<file path="src/rtl/ad_capture_sched_if.sv">
// Capture scheduler bus: frame control, sync pulses, configuration, FIFO
// write strobe and status. clk/reset_n stay outside as plain ports.
//
// Signalling: start_i is a one-cycle request that is taken only while
// busy_o is low; busy_o rises the cycle after it is taken. sample_en_o is a
// one-cycle write strobe with no ready/valid return path. fifo_full_i is
// sampled on the same clock edge that registers sample_en_o. When it is high,
// the strobe for that sample is dropped, overflow_o is set and the sample
// slot is still used.
interface ad_capture_sched_if #(
  parameter int DLY_W  = 32,
  parameter int NUM_W  = 16,
  parameter int LINE_W = 12
);
  logic              start_i;
  logic              abort_i;
  logic              hsync_redge_i;
  logic              vsync_redge_i;
  logic [LINE_W-1:0] line_start_i;
  logic [LINE_W-1:0] line_count_i;
  logic [DLY_W-1:0]  delay_count_i;
  logic [NUM_W-1:0]  sample_num_i;
  logic [4:0]        decim_i;
  logic              fifo_full_i;
  logic              sample_en_o;
  logic [LINE_W-1:0] line_idx_o;
  logic              busy_o;
  logic              frame_done_o;
  logic              overflow_o;
  logic              err_short_o;
  logic              err_frame_o;
  logic [2:0]        dbg_state;

  modport master (
    output start_i, abort_i, hsync_redge_i, vsync_redge_i, line_start_i,
           line_count_i, delay_count_i, sample_num_i, decim_i, fifo_full_i,
    input  sample_en_o, line_idx_o, busy_o, frame_done_o, overflow_o,
           err_short_o, err_frame_o, dbg_state
  );

  modport slave (
    input  start_i, abort_i, hsync_redge_i, vsync_redge_i, line_start_i,
           line_count_i, delay_count_i, sample_num_i, decim_i, fifo_full_i,
    output sample_en_o, line_idx_o, busy_o, frame_done_o, overflow_o,
           err_short_o, err_frame_o, dbg_state
  );
endinterface

</file>
<file path="src/rtl/ad_capture_sched.sv">
// ADC frame capture scheduler: waits for vsync, skips to the first wanted
// line, delays from each hsync and emits decimated FIFO write strobes.
module ad_capture_sched #(
  parameter int DLY_W  = 32,
  parameter int NUM_W  = 16,
  parameter int LINE_W = 12
) (
  input logic               clk,
  input logic               reset_n,
  ad_capture_sched_if.slave bus
);
  typedef enum logic [2:0] {
    IDLE    = 3'd0,
    WAIT_VS = 3'd1,
    WAIT_HS = 3'd2,
    DELAY   = 3'd3,
    SAMPLE  = 3'd4,
    DONE    = 3'd5
  } state_t;

  state_t            state;
  logic [LINE_W-1:0] sh_line_start;
  logic [LINE_W-1:0] sh_line_count;
  logic [DLY_W-1:0]  sh_delay;
  logic [NUM_W-1:0]  sh_num;
  logic [4:0]        sh_decim;
  logic [LINE_W-1:0] raw_cnt;
  logic [LINE_W-1:0] cap_cnt;
  logic [DLY_W-1:0]  dly_cnt;
  logic [NUM_W-1:0]  samp_cnt;
  logic [4:0]        dec_cnt;

  logic              hs;
  logic              vs;
  logic              in_line;
  logic              hs_short;
  logic              short_end;
  logic              skip_line;
  logic              line_begin;
  logic              fire;
  logic              last_samp;
  logic              frame_end;
  logic [LINE_W-1:0] raw_cur;
  logic [LINE_W-1:0] cap_cur;
  logic [NUM_W-1:0]  samp_base;

  // The raw line counter saturates, so it never wraps inside a frame.
  function automatic logic [LINE_W-1:0] sat_inc(input logic [LINE_W-1:0] v);
    return (&v) ? v : v + LINE_W'(1);
  endfunction

  assign hs            = bus.hsync_redge_i;
  assign vs            = bus.vsync_redge_i;
  assign bus.dbg_state = state;

  // Per-edge event decode. vsync has priority over hsync. A short line is
  // counted before any sample that a new line start fires on the same edge.
  always_comb begin
    in_line    = (state == DELAY) || (state == SAMPLE);
    hs_short   = in_line && hs && !vs;
    raw_cur    = hs_short ? sat_inc(raw_cnt) : raw_cnt;
    cap_cur    = hs_short ? cap_cnt + LINE_W'(1) : cap_cnt;
    short_end  = hs_short && (cap_cur == sh_line_count);
    skip_line  = (state == WAIT_HS) && hs && !vs && (raw_cnt < sh_line_start);
    line_begin = ((state == WAIT_HS) && hs && !vs && !(raw_cnt < sh_line_start)) ||
                 (hs_short && !short_end);
    samp_base  = line_begin ? '0 : samp_cnt;
    fire       = (line_begin && (sh_delay == '0)) ||
                 ((state == DELAY) && !hs && !vs && (dly_cnt == DLY_W'(1))) ||
                 ((state == SAMPLE) && !hs && !vs && (dec_cnt == 5'd0));
    last_samp  = (samp_base + NUM_W'(1)) == sh_num;
    frame_end  = (cap_cur + LINE_W'(1)) == sh_line_count;
  end

  // Scheduler FSM with registered outputs. abort_i overrides every other event.
  always_ff @(posedge clk or negedge reset_n) begin
    if (!reset_n) begin
      state            <= IDLE;
      sh_line_start    <= '0;
      sh_line_count    <= '0;
      sh_delay         <= '0;
      sh_num           <= '0;
      sh_decim         <= '0;
      raw_cnt          <= '0;
      cap_cnt          <= '0;
      dly_cnt          <= '0;
      samp_cnt         <= '0;
      dec_cnt          <= '0;
      bus.sample_en_o  <= 1'b0;
      bus.line_idx_o   <= '0;
      bus.busy_o       <= 1'b0;
      bus.frame_done_o <= 1'b0;
      bus.overflow_o   <= 1'b0;
      bus.err_short_o  <= 1'b0;
      bus.err_frame_o  <= 1'b0;
    end else begin
      bus.sample_en_o  <= 1'b0;
      bus.frame_done_o <= 1'b0;
      if (bus.abort_i) begin
        state      <= IDLE;
        bus.busy_o <= 1'b0;
      end else begin
        case (state)
          IDLE: begin
            if (bus.start_i) begin
              sh_line_start   <= bus.line_start_i;
              sh_line_count   <= bus.line_count_i;
              sh_delay        <= bus.delay_count_i;
              sh_num          <= bus.sample_num_i;
              sh_decim        <= bus.decim_i;
              bus.overflow_o  <= 1'b0;
              bus.err_short_o <= 1'b0;
              bus.err_frame_o <= 1'b0;
              bus.busy_o      <= 1'b1;
              if ((bus.line_count_i == '0) || (bus.sample_num_i == '0)) begin
                state <= DONE;
              end else begin
                state <= WAIT_VS;
              end
            end
          end
          WAIT_VS: begin
            if (vs) begin
              raw_cnt <= '0;
              cap_cnt <= '0;
              state   <= WAIT_HS;
            end
          end
          DONE: begin
            bus.frame_done_o <= 1'b1;
            bus.busy_o       <= 1'b0;
            state            <= IDLE;
          end
          default: begin
            if (vs) begin
              bus.err_frame_o <= 1'b1;
              state           <= DONE;
            end else begin
              if (hs_short) begin
                bus.err_short_o <= 1'b1;
                raw_cnt         <= raw_cur;
                cap_cnt         <= cap_cur;
              end
              if (short_end) begin
                state <= DONE;
              end else if (skip_line) begin
                raw_cnt <= sat_inc(raw_cnt);
              end else if (line_begin && !fire) begin
                state    <= DELAY;
                dly_cnt  <= sh_delay;
                samp_cnt <= '0;
              end else if ((state == DELAY) && !fire) begin
                dly_cnt <= dly_cnt - DLY_W'(1);
              end else if ((state == SAMPLE) && !fire) begin
                dec_cnt <= dec_cnt - 5'd1;
              end
              if (fire) begin
                bus.sample_en_o <= !bus.fifo_full_i;
                bus.line_idx_o  <= cap_cur;
                if (bus.fifo_full_i) begin
                  bus.overflow_o <= 1'b1;
                end
                if (last_samp) begin
                  samp_cnt <= '0;
                  raw_cnt  <= sat_inc(raw_cur);
                  cap_cnt  <= cap_cur + LINE_W'(1);
                  state    <= frame_end ? DONE : WAIT_HS;
                end else begin
                  samp_cnt <= samp_base + NUM_W'(1);
                  dec_cnt  <= sh_decim;
                  state    <= SAMPLE;
                end
              end
            end
          end
        endcase
      end
    end
  end
endmodule
</file>
<file path="src/flat_wrapper.sv">
// flat-port wrapper written by rule: the top's interface ports become plain ports
module ad_capture_sched_flat 
#(
  parameter int DLY_W  = 32,
  parameter int NUM_W  = 16,
  parameter int LINE_W = 12
)
  (clk, reset_n, bus_start_i, bus_abort_i, bus_hsync_redge_i, bus_vsync_redge_i, bus_line_start_i, bus_line_count_i, bus_delay_count_i, bus_sample_num_i, bus_decim_i, bus_fifo_full_i, bus_sample_en_o, bus_line_idx_o, bus_busy_o, bus_frame_done_o, bus_overflow_o, bus_err_short_o, bus_err_frame_o, bus_dbg_state);
  ad_capture_sched_if #(.DLY_W(DLY_W), .NUM_W(NUM_W), .LINE_W(LINE_W)) bus_i ();
  input logic clk;
  input logic reset_n;
  input wire logic [$bits(bus_i.start_i)-1:0] bus_start_i;
  input wire logic [$bits(bus_i.abort_i)-1:0] bus_abort_i;
  input wire logic [$bits(bus_i.hsync_redge_i)-1:0] bus_hsync_redge_i;
  input wire logic [$bits(bus_i.vsync_redge_i)-1:0] bus_vsync_redge_i;
  input wire logic [$bits(bus_i.line_start_i)-1:0] bus_line_start_i;
  input wire logic [$bits(bus_i.line_count_i)-1:0] bus_line_count_i;
  input wire logic [$bits(bus_i.delay_count_i)-1:0] bus_delay_count_i;
  input wire logic [$bits(bus_i.sample_num_i)-1:0] bus_sample_num_i;
  input wire logic [$bits(bus_i.decim_i)-1:0] bus_decim_i;
  input wire logic [$bits(bus_i.fifo_full_i)-1:0] bus_fifo_full_i;
  output wire logic [$bits(bus_i.sample_en_o)-1:0] bus_sample_en_o;
  output wire logic [$bits(bus_i.line_idx_o)-1:0] bus_line_idx_o;
  output wire logic [$bits(bus_i.busy_o)-1:0] bus_busy_o;
  output wire logic [$bits(bus_i.frame_done_o)-1:0] bus_frame_done_o;
  output wire logic [$bits(bus_i.overflow_o)-1:0] bus_overflow_o;
  output wire logic [$bits(bus_i.err_short_o)-1:0] bus_err_short_o;
  output wire logic [$bits(bus_i.err_frame_o)-1:0] bus_err_frame_o;
  output wire logic [$bits(bus_i.dbg_state)-1:0] bus_dbg_state;
  assign bus_i.start_i = bus_start_i;
  assign bus_i.abort_i = bus_abort_i;
  assign bus_i.hsync_redge_i = bus_hsync_redge_i;
  assign bus_i.vsync_redge_i = bus_vsync_redge_i;
  assign bus_i.line_start_i = bus_line_start_i;
  assign bus_i.line_count_i = bus_line_count_i;
  assign bus_i.delay_count_i = bus_delay_count_i;
  assign bus_i.sample_num_i = bus_sample_num_i;
  assign bus_i.decim_i = bus_decim_i;
  assign bus_i.fifo_full_i = bus_fifo_full_i;
  assign bus_sample_en_o = bus_i.sample_en_o;
  assign bus_line_idx_o = bus_i.line_idx_o;
  assign bus_busy_o = bus_i.busy_o;
  assign bus_frame_done_o = bus_i.frame_done_o;
  assign bus_overflow_o = bus_i.overflow_o;
  assign bus_err_short_o = bus_i.err_short_o;
  assign bus_err_frame_o = bus_i.err_frame_o;
  assign bus_dbg_state = bus_i.dbg_state;
  ad_capture_sched #(.DLY_W(DLY_W), .NUM_W(NUM_W), .LINE_W(LINE_W)) u_core (.clk(clk), .reset_n(reset_n), .bus(bus_i));
endmodule
</file>
<file path="config.mk">
export PLATFORM = sky130hd
export DESIGN_NAME = ad_capture_sched_flat
export DESIGN_NICKNAME = d
export VERILOG_FILES = /design/src/rtl/ad_capture_sched_if.sv /design/src/rtl/ad_capture_sched.sv /design/src/flat_wrapper.sv
export SDC_FILE = /design/constraint.sdc
export NUM_CORES = 1
export LEC_CHECK = 0
export ABC_AREA = 1
export ABC_CLOCK_PERIOD_IN_PS = 4250
export BUFFER_PORTS_ARGS = -buffer_cell sky130_fd_sc_hd__buf_4
export CORE_MARGIN = 4
export CORE_UTILIZATION = 35
export CTS_CLUSTER_DIAMETER = 30
export DETAILED_ROUTE_END_ITERATION = 7
export GPL_ROUTABILITY_DRIVEN = 0
export GPL_TIMING_DRIVEN = 1
export SETUP_SLACK_MARGIN = 0.02
export SYNTH_ARGS = -nofsm -noshare
export SYNTH_HDL_FRONTEND = slang
export SYNTH_SLANG_ARGS = --single-unit
</file>
<file path="constraint.sdc">
create_clock -name clk -period 4.25 [get_ports clk]
set_input_delay 0.85 -clock clk [delete_from_list [all_inputs] [get_ports clk]]
set_output_delay 0.85 -clock clk [all_outputs]
set_load 0.02 [all_outputs]
</file>
==> flow_metrics.env, run 1 <==
export IMPL_synthTopCellsByArea="sky130_fd_sc_hd__dfrtp_1 37%, sky130_fd_sc_hd__nand2_1 15%, sky130_fd_sc_hd__o21ai_0 8.2%, sky130_fd_sc_hd__nand3_1 7.3%, sky130_fd_sc_hd__inv_1 6.6%"
export IMPL_post_dp_cell_area_um2=13900
export IMPL_critPathKind="register to register"
export IMPL_via_count=11800
export IMPL_final_hold_violation_count=0
export IMPL_synthesis_yosys_warnings=0
export IMPL_die_area_um2=36500
export IMPL_post_route_worst_setup_slack_ps=105
export IMPL_cap_viol_max_count=0
export IMPL_grt_pass1_wl_mm=58.2
export IMPL_finClkSkew_ps=17.9
export IMPL_yosys_area_top_type_share_pct=37.3
export IMPL_postSynth_topFlopCell="sky130_fd_sc_hd__dfrtp_1"
export IMPL_crit_slowest_cell="sky130_fd_sc_hd__dfrtp_2"
export IMPL_wire_per_inst_um=15.4
export IMPL_timing_critical_path_from="u_core.bus.dbg_state[1]$_DFFE_PN0P_"
export IMPL_antenna_found_initial=0
export IMPL_peakVddDrop_mv=0.357
export IMPL_synth_enable_flop_cells=0
export IMPL_ant_nets=0
export IMPL_seq_area_frac_synth_pct=37.3
export IMPL_io_count=105
export IMPL_clock_tree_root_cell="sky130_fd_sc_hd__clkbuf_16"
export IMPL_total_inserted_antenna_cells=0
export IMPL_initial_utilization_pct=35.8
export IMPL_worst_setup_path_start_kind="register"
export IMPL_crit_path_max_fanout=7
export IMPL_timing_hold_ws_ps=393
export IMPL_register_area_um2=4380
export IMPL_fin_area_um2=15000
export IMPL_drt_pass1_iterations=6
export IMPL_synthesis_nets=1789
export IMPL_cts_tree="built"
export IMPL_num_rows=66
export IMPL_first_global_vias=11400
export IMPL_yosys_area_top_type="sky130_fd_sc_hd__dfrtp_1"
export IMPL_layout_min_cycle_time_ps=4140
export IMPL_fraction_of_final_layout_cells_with_drive_strength_greater_than_1_pct=21.8
export IMPL_clk_transition_reported_paths_ps=80
export IMPL_design_core_area_um2=32800
export IMPL_vias_per_cell=4.99
export IMPL_fillerInstances=3314
export IMPL_timing_max_transition_violations_final=0
export IMPL_die_width_um=191
export IMPL_drc=0
export IMPL_worstPathArrival_ps=4480
export IMPL_max_slew_worst_pin_slew_ps=956
export IMPL_status="complete, no violations"
export IMPL_detailedPlacementHpwl_mm=26.7
export IMPL_asyncSetResetFlopFracSynth_pct=100
export IMPL_regToRegSetupSlack_ps=110
export IMPL_max_freq_ghz=0.241
export IMPL_ys_ff_latch=175
export IMPL_multiInputGateArea_um2=6580
export IMPL_cts_num_sinks=175
export IMPL_clkLatencyLatePin_ps=460
export IMPL_path_common_cell="sky130_fd_sc_hd__nand2_2"
export IMPL_ys_types=52
export IMPL_post_layout_nonfiller_instances=2367
export IMPL_timing_rr_start="u_core.bus.dbg_state[1]$_DFFE_PN0P_"
export IMPL_rsz0062_at_grt="yes"
export IMPL_grt_start_max_net_pins=95
export IMPL_slew_headroom_pct=35.3
export IMPL_netlist_instances=1686
export IMPL_final_net_count=2015
export IMPL_power_density_over_the_cells_nw_per_um2=553
export IMPL_tritoncts_num_buffers=17
export IMPL_fin_crit_sh_pct=97.5
export IMPL_mappedNetlistArea_um2=11700
export IMPL_drt_total_wl_mm=36.4
export IMPL_place_inst=2311
export IMPL_h_tree_depth=4
export IMPL_overflow=0
export IMPL_dpl_ws_ps=-422
export IMPL_number_of_endpoints_failing_setup_at_the_final_stage=0
export IMPL_worstPathRequired_ps=4590
export IMPL_leakagePower_nw=7.33
export IMPL_worst_path_largest_cell_delay_ps=470
export IMPL_holdCritPathClass="input port to async pin"
export IMPL_critical_path_endpoint_type="register"
export IMPL_count_of_buffers_from_port_buffering=104
export IMPL_synthTopCellsByCount="466 x sky130_fd_sc_hd__nand2_1, 207 x sky130_fd_sc_hd__inv_1, 192 x sky130_fd_sc_hd__o21ai_0"
export IMPL_synthToLayoutAreaGrowth_pct=27.8
export IMPL_drtIter0Drc=1004
export IMPL_cts_root_to_sink_buffers=2
export IMPL_yosysMostFrequentCell="sky130_fd_sc_hd__nand2_1"
export IMPL_global_route_total_usage_across_every_layer_pct=19.8
export IMPL_floorplan_die_height_um=191
export IMPL_synthesis_area_per_instance_um2=6.96
-- per-layer routing --
| metal | share of wire, % | GRT usage [%] |
|---|---|---|
| met4 | 2.7 | 6.99 |
| met1 | 46 | 26.6 |
| met3 | 3.8 | 2.36 |
| met5 | 0 | 0 |
| met2 | 48 | 32.9 |
-- final timing paths --
path                                                  end  cells after the start
max                         u_core.cap_cnt[2]$_DFFE_PN0P_                     33
min                         u_core.raw_cnt[1]$_DFFE_PN0P_                      1
max reg2reg                 u_core.cap_cnt[2]$_DFFE_PN0P_                     33
min reg2reg                 u_core.bus.busy_o$_DFFE_PN0P_                      2
max in group asynchronous  u_core.sh_decim[4]$_DFFE_PN0P_                      2
min in group clk            u_core.bus.busy_o$_DFFE_PN0P_                      2
-- placed cells by master, fill, tap and decap left out, types with 4 or more instances in the layout --
| master | n |
|---|---|
| sky130_fd_sc_hd__nand4_2 | 4 |
| sky130_fd_sc_hd__nor4_1 | 14 |
| sky130_fd_sc_hd__nand2_2 | 42 |
| sky130_fd_sc_hd__ha_1 | 17 |
| sky130_fd_sc_hd__nand4_1 | 33 |
| sky130_fd_sc_hd__o21ai_1 | 16 |
| sky130_fd_sc_hd__nor2_1 | 107 |
| sky130_fd_sc_hd__nand2_8 | 5 |
| sky130_fd_sc_hd__buf_4 | 243 |
| sky130_fd_sc_hd__dfrtp_1 | 173 |
| sky130_fd_sc_hd__buf_6 | 7 |
| sky130_fd_sc_hd__clkbuf_16 | 18 |
| sky130_fd_sc_hd__a21oi_1 | 37 |
| sky130_fd_sc_hd__clkinv_8 | 4 |
| sky130_fd_sc_hd__nand3_4 | 4 |
| sky130_fd_sc_hd__xor2_1 | 46 |
| sky130_fd_sc_hd__nand3_2 | 18 |
| sky130_fd_sc_hd__buf_12 | 7 |
| sky130_fd_sc_hd__nor2_4 | 13 |
| sky130_fd_sc_hd__nand2_1 | 446 |
| sky130_fd_sc_hd__o211ai_1 | 4 |
| sky130_fd_sc_hd__nor3_1 | 24 |
| sky130_fd_sc_hd__xnor2_1 | 9 |
| sky130_fd_sc_hd__nor2_2 | 16 |
| sky130_fd_sc_hd__o21ai_0 | 188 |
| sky130_fd_sc_hd__inv_2 | 6 |
| sky130_fd_sc_hd__nand3_1 | 157 |
| sky130_fd_sc_hd__nand2_4 | 5 |
| sky130_fd_sc_hd__inv_1 | 205 |
| sky130_fd_sc_hd__o31ai_1 | 4 |
| sky130_fd_sc_hd__o21bai_1 | 5 |
-- area by class of cell --
type                            count  area share [%]
Inverter                          214            5.37
Multi-Input combinational cell   1246            43.9
Timing Repair Buffer              258            13.8
Tap cell                          442            3.69
Clock inverter                     13            1.14
Sequential cell                   175            29.2
Clock buffer                       19            2.95
-- where the power goes --
group	internal, mW	leakage, nW	total (mW)	switching, mW
Clock	0.859	0.295	1.65	0.794
Combinational	1.47	4.81	3.81	2.35
Sequential	2.32	2.22	2.83	0.508
-- through the flow --
step                total power, mW  setup TNS [ps]  utilization, %
floorplan                      5.13               0               -
global placement               6.40          -10630            42.2
detailed placement             6.47          -14760            42.2
CTS                            8.16               0            44.2
global route                   9.01           -5020            45.8
finish                         8.30               0            45.8
-- registers in the layout, indices dropped and copies added, names as in the netlist, 3 cells and up --
| register | count |
|---|---|
| u_core.samp_cnt | 16 |
| u_core.raw_cnt | 12 |
| u_core.sh_line_start | 12 |
| u_core.dly_cnt | 32 |
| u_core.sh_line_count | 12 |
| u_core.bus.line_idx_o | 12 |
| u_core.sh_decim | 5 |
| u_core.sh_delay | 32 |
| u_core.cap_cnt | 12 |
| u_core.dec_cnt | 5 |
| u_core.bus.dbg_state | 3 |
| u_core.sh_num | 16 |
-- critical path: cells and delay by family (launching register included) --
kind | cells | cell delay (ps)
compound gates | 1 | 80
flops | 1 | 470
simple gates | 26 | 2660
fa+ha+maj | 1 | 180
buf+inv | 5 | 610
-- cell families (layout without fill, tap and decap cells) --
group / count (synthesis) / after routing / share of synthesized area, %
AO/OA/AOI/OAI: 266 / 266 / 11.9
buffers and inverters: 269 / 504 / 9.17
adder cells (fa/ha/maj): 19 / 19 / 2.03
flip-flops: 175 / 175 / 37.3
multiplexers: 3 / 3 / 0.267
AND/OR/NAND/NOR: 899 / 903 / 35.2
XOR/XNOR: 55 / 55 / 4.10
-- timing repair --
item / 4_1_cts / 5_1_grt
resized for setup: 3 / 74
buffers inserted: 0 / 19
endpoints found under the hold margin: 0 / 0
endpoints found under the setup margin: 22 / 48
cloned: 0 / 5
pin swaps: 0 / 41
hold buffers: 0 / 0
No activity file was read; power rests on OpenSTA's default activity.
==> inputs of run 2 (changes only) <==
--- a/config.mk
+++ b/config.mk
@@ -6,7 +6,7 @@
 export NUM_CORES = 1
 export LEC_CHECK = 0
 export ABC_AREA = 1
-export ABC_CLOCK_PERIOD_IN_PS = 4250
+export ABC_CLOCK_PERIOD_IN_PS = 5100
 export BUFFER_PORTS_ARGS = -buffer_cell sky130_fd_sc_hd__buf_4
 export CORE_MARGIN = 4
 export CORE_UTILIZATION = 35
==> constraint.sdc (replaced) <==
create_clock -name clk -period 5.1 [get_ports clk]
set_input_delay 1.02 -clock clk [delete_from_list [all_inputs] [get_ports clk]]
set_output_delay 1.02 -clock clk [all_outputs]
set_load 0.02 [all_outputs]
==> run 2 against run 1 <==
Net effect: wire length is 4.6% lower; count of clock-buffer cells in the layout grew 3; non-clock buffer count decreased by 129; largest cell class unchanged.
==> flow_metrics.env, run 2 (same netlist as run 1, synthesis figures left out) <==
export IMPL_maxUsedRoutingLayer="met4"
export IMPL_cts_post_setup_buffers_inserted=0
export IMPL_ant_nets=0
export IMPL_max_slew_worst_pin_slew_ps=885
export IMPL_finClkSkew_ps=12.1
export IMPL_detailedPlacementHpwl_mm=25.9
export IMPL_number_of_endpoints_failing_setup_at_the_final_stage=0
export IMPL_length_of_routed_wiring_on_met1_mm=15.7
export IMPL_timing_max_transition_violations_final=0
export IMPL_dr_wl_met3_mm=1.44
export IMPL_critical_path_endpoint_type="register"
export IMPL_cts_root_to_sink_buffers=2
export IMPL_biggestRegsByFlops="u_core.dly_cnt x32, u_core.sh_delay x32"
export IMPL_max_freq_ghz=0.218
export IMPL_vias_per_cell=5.10
export IMPL_grt_pass1_wl_mm=57.3
export IMPL_drtIter0Drc=836
export IMPL_peakVddDrop_mv=0.264
export IMPL_design_core_area_um2=32800
export IMPL_clock_tree_root_cell="sky130_fd_sc_hd__clkbuf_16"
export IMPL_total_inserted_antenna_cells=0
export IMPL_via_count=11400
export IMPL_initial_utilization_pct=35.8
export IMPL_clk_transition_reported_paths_ps=70
export IMPL_tritoncts_num_buffers=17
export IMPL_worstPathRequired_ps=5440
export IMPL_mostFrequentLayoutCell="sky130_fd_sc_hd__nand2_1"
export IMPL_most_common_layout_cells="466 x sky130_fd_sc_hd__nand2_1, 207 x sky130_fd_sc_hd__inv_1, 192 x sky130_fd_sc_hd__o21ai_0"
export IMPL_h_tree_depth=4
export IMPL_critPathKind="register to register"
export IMPL_fraction_of_final_layout_cells_with_drive_strength_greater_than_1_pct=13.2
export IMPL_drt_total_wl_mm=34.7
export IMPL_cts_num_sinks=175
export IMPL_layout_min_cycle_time_ps=4580
export IMPL_count_of_buffers_from_port_buffering=104
export IMPL_crit_slowest_cell="sky130_fd_sc_hd__dfrtp_1"
export IMPL_worst_path_largest_cell_delay_ps=520
export IMPL_die_width_um=191
export IMPL_crit_path_max_fanout=22
export IMPL_synthToLayoutAreaGrowth_pct=15.7
export IMPL_worst_setup_path_start_kind="register"
export IMPL_global_route_total_usage_across_every_layer_pct=19.4
export IMPL_cts_tree="built"
export IMPL_die_area_um2=36500
export IMPL_fin_crit_sh_pct=89.7
export IMPL_power_density_over_the_cells_nw_per_um2=470
export IMPL_leakagePower_nw=6.63
export IMPL_antenna_found_initial=0
export IMPL_timing_hold_ws_ps=486
export IMPL_status="complete, no violations"
export IMPL_path_common_cell="sky130_fd_sc_hd__nand2_1"
export IMPL_final_net_count=1882
export IMPL_grt_start_max_net_pins=71
export IMPL_drt_pass1_iterations=7
export IMPL_first_global_vias=11200
export IMPL_final_hold_violation_count=0
export IMPL_holdCritPathClass="register to register"
export IMPL_drc=0
export IMPL_num_rows=66
export IMPL_worstPathArrival_ps=4920
export IMPL_fillerInstances=3416
export IMPL_met2WireLength_mm=16.5
export IMPL_timing_setup_tns_ps=0
export IMPL_clkLatencyLatePin_ps=450
export IMPL_overflow=0
export IMPL_cap_viol_max_count=0
export IMPL_floorplan_die_height_um=191
export IMPL_wire_per_inst_um=15.5
export IMPL_io_count=105
export IMPL_slew_headroom_pct=40.8
export IMPL_rsz0062_at_grt="no"
## run 2: path summary, 6_finish.rpt
path,startpoint,end,slack (ps),cells after the start
worst min-delay path,u_core.bus.busy_o$_DFFE_PN0P_,u_core.bus.busy_o$_DFFE_PN0P_,490,2
worst max-delay path,u_core.bus.dbg_state[0]$_DFFE_PN0P_,u_core.raw_cnt[1]$_DFFE_PN0P_,520,28
min in group asynchronous,reset_n,u_core.sh_line_start[8]$_DFFE_PN0P_,590,1
worst max register to register,u_core.bus.dbg_state[0]$_DFFE_PN0P_,u_core.raw_cnt[1]$_DFFE_PN0P_,520,28
worst min register to register,u_core.bus.busy_o$_DFFE_PN0P_,u_core.bus.busy_o$_DFFE_PN0P_,490,2
max in group asynchronous,reset_n,u_core.sh_delay[4]$_DFFE_PN0P_,3550,2
## run 2: timing repair
| item | in CTS | in global routing |
|---|---|---|
| hold buffers | 0 | 0 |
| gates resized for setup | 0 | 2 |
| setup endpoints to repair | 0 | 11 |
## run 2: stage by stage
step                      power, mW  setup slack (ps)  util (%)  instance area (µm²)  cells
after floorplan                4.27               737         -                11700   1686
after global placement         5.07              82.4      39.7                13000   2202
after detailed placement       5.13              7.32      39.7                13000   2202
after CTS                      6.42               396      41.4                13600   2234
after global routing           6.96              29.8      41.4                13600   2234
final                          6.38               523      41.4                13600   2234
## run 2: where the power goes
| group | total [mW] | switching (mW) | internal (mW) |
|---|---|---|---|
| sequential | 2.38 | 0.442 | 1.93 |
| clock | 1.26 | 0.606 | 0.657 |
| combinational | 2.74 | 1.80 | 0.944 |
## run 2: metal layers
layer	vias to the layer above	GRT usage [%]
li1	5672	-
met1	5365	25.0
met2	280	32.3
met3	69	3.12
met4	0	8.18
met5	-	0
## run 2: cell type report
cell class                      instances  area [µm²]  area share [%]
Timing Repair Buffer                  129         997            7.35
Clock buffer                           22         464            3.42
Multi-Input combinational cell       1242        6300            46.4
Clock inverter                         10        80.1           0.590
Sequential cell                       175        4380            32.3
Inverter                              214         803            5.92
Tap cell                              442         553            4.07
## run 2: critical path, delay by kind of cell (launching register included)
| kind | cells | cell delay (ps) |
|---|---|---|
| buffers and inverters | 1 | 320 |
| AOI/OAI and AO/OA | 1 | 100 |
| and+or+nand+nor | 26 | 3490 |
| DFF | 1 | 520 |
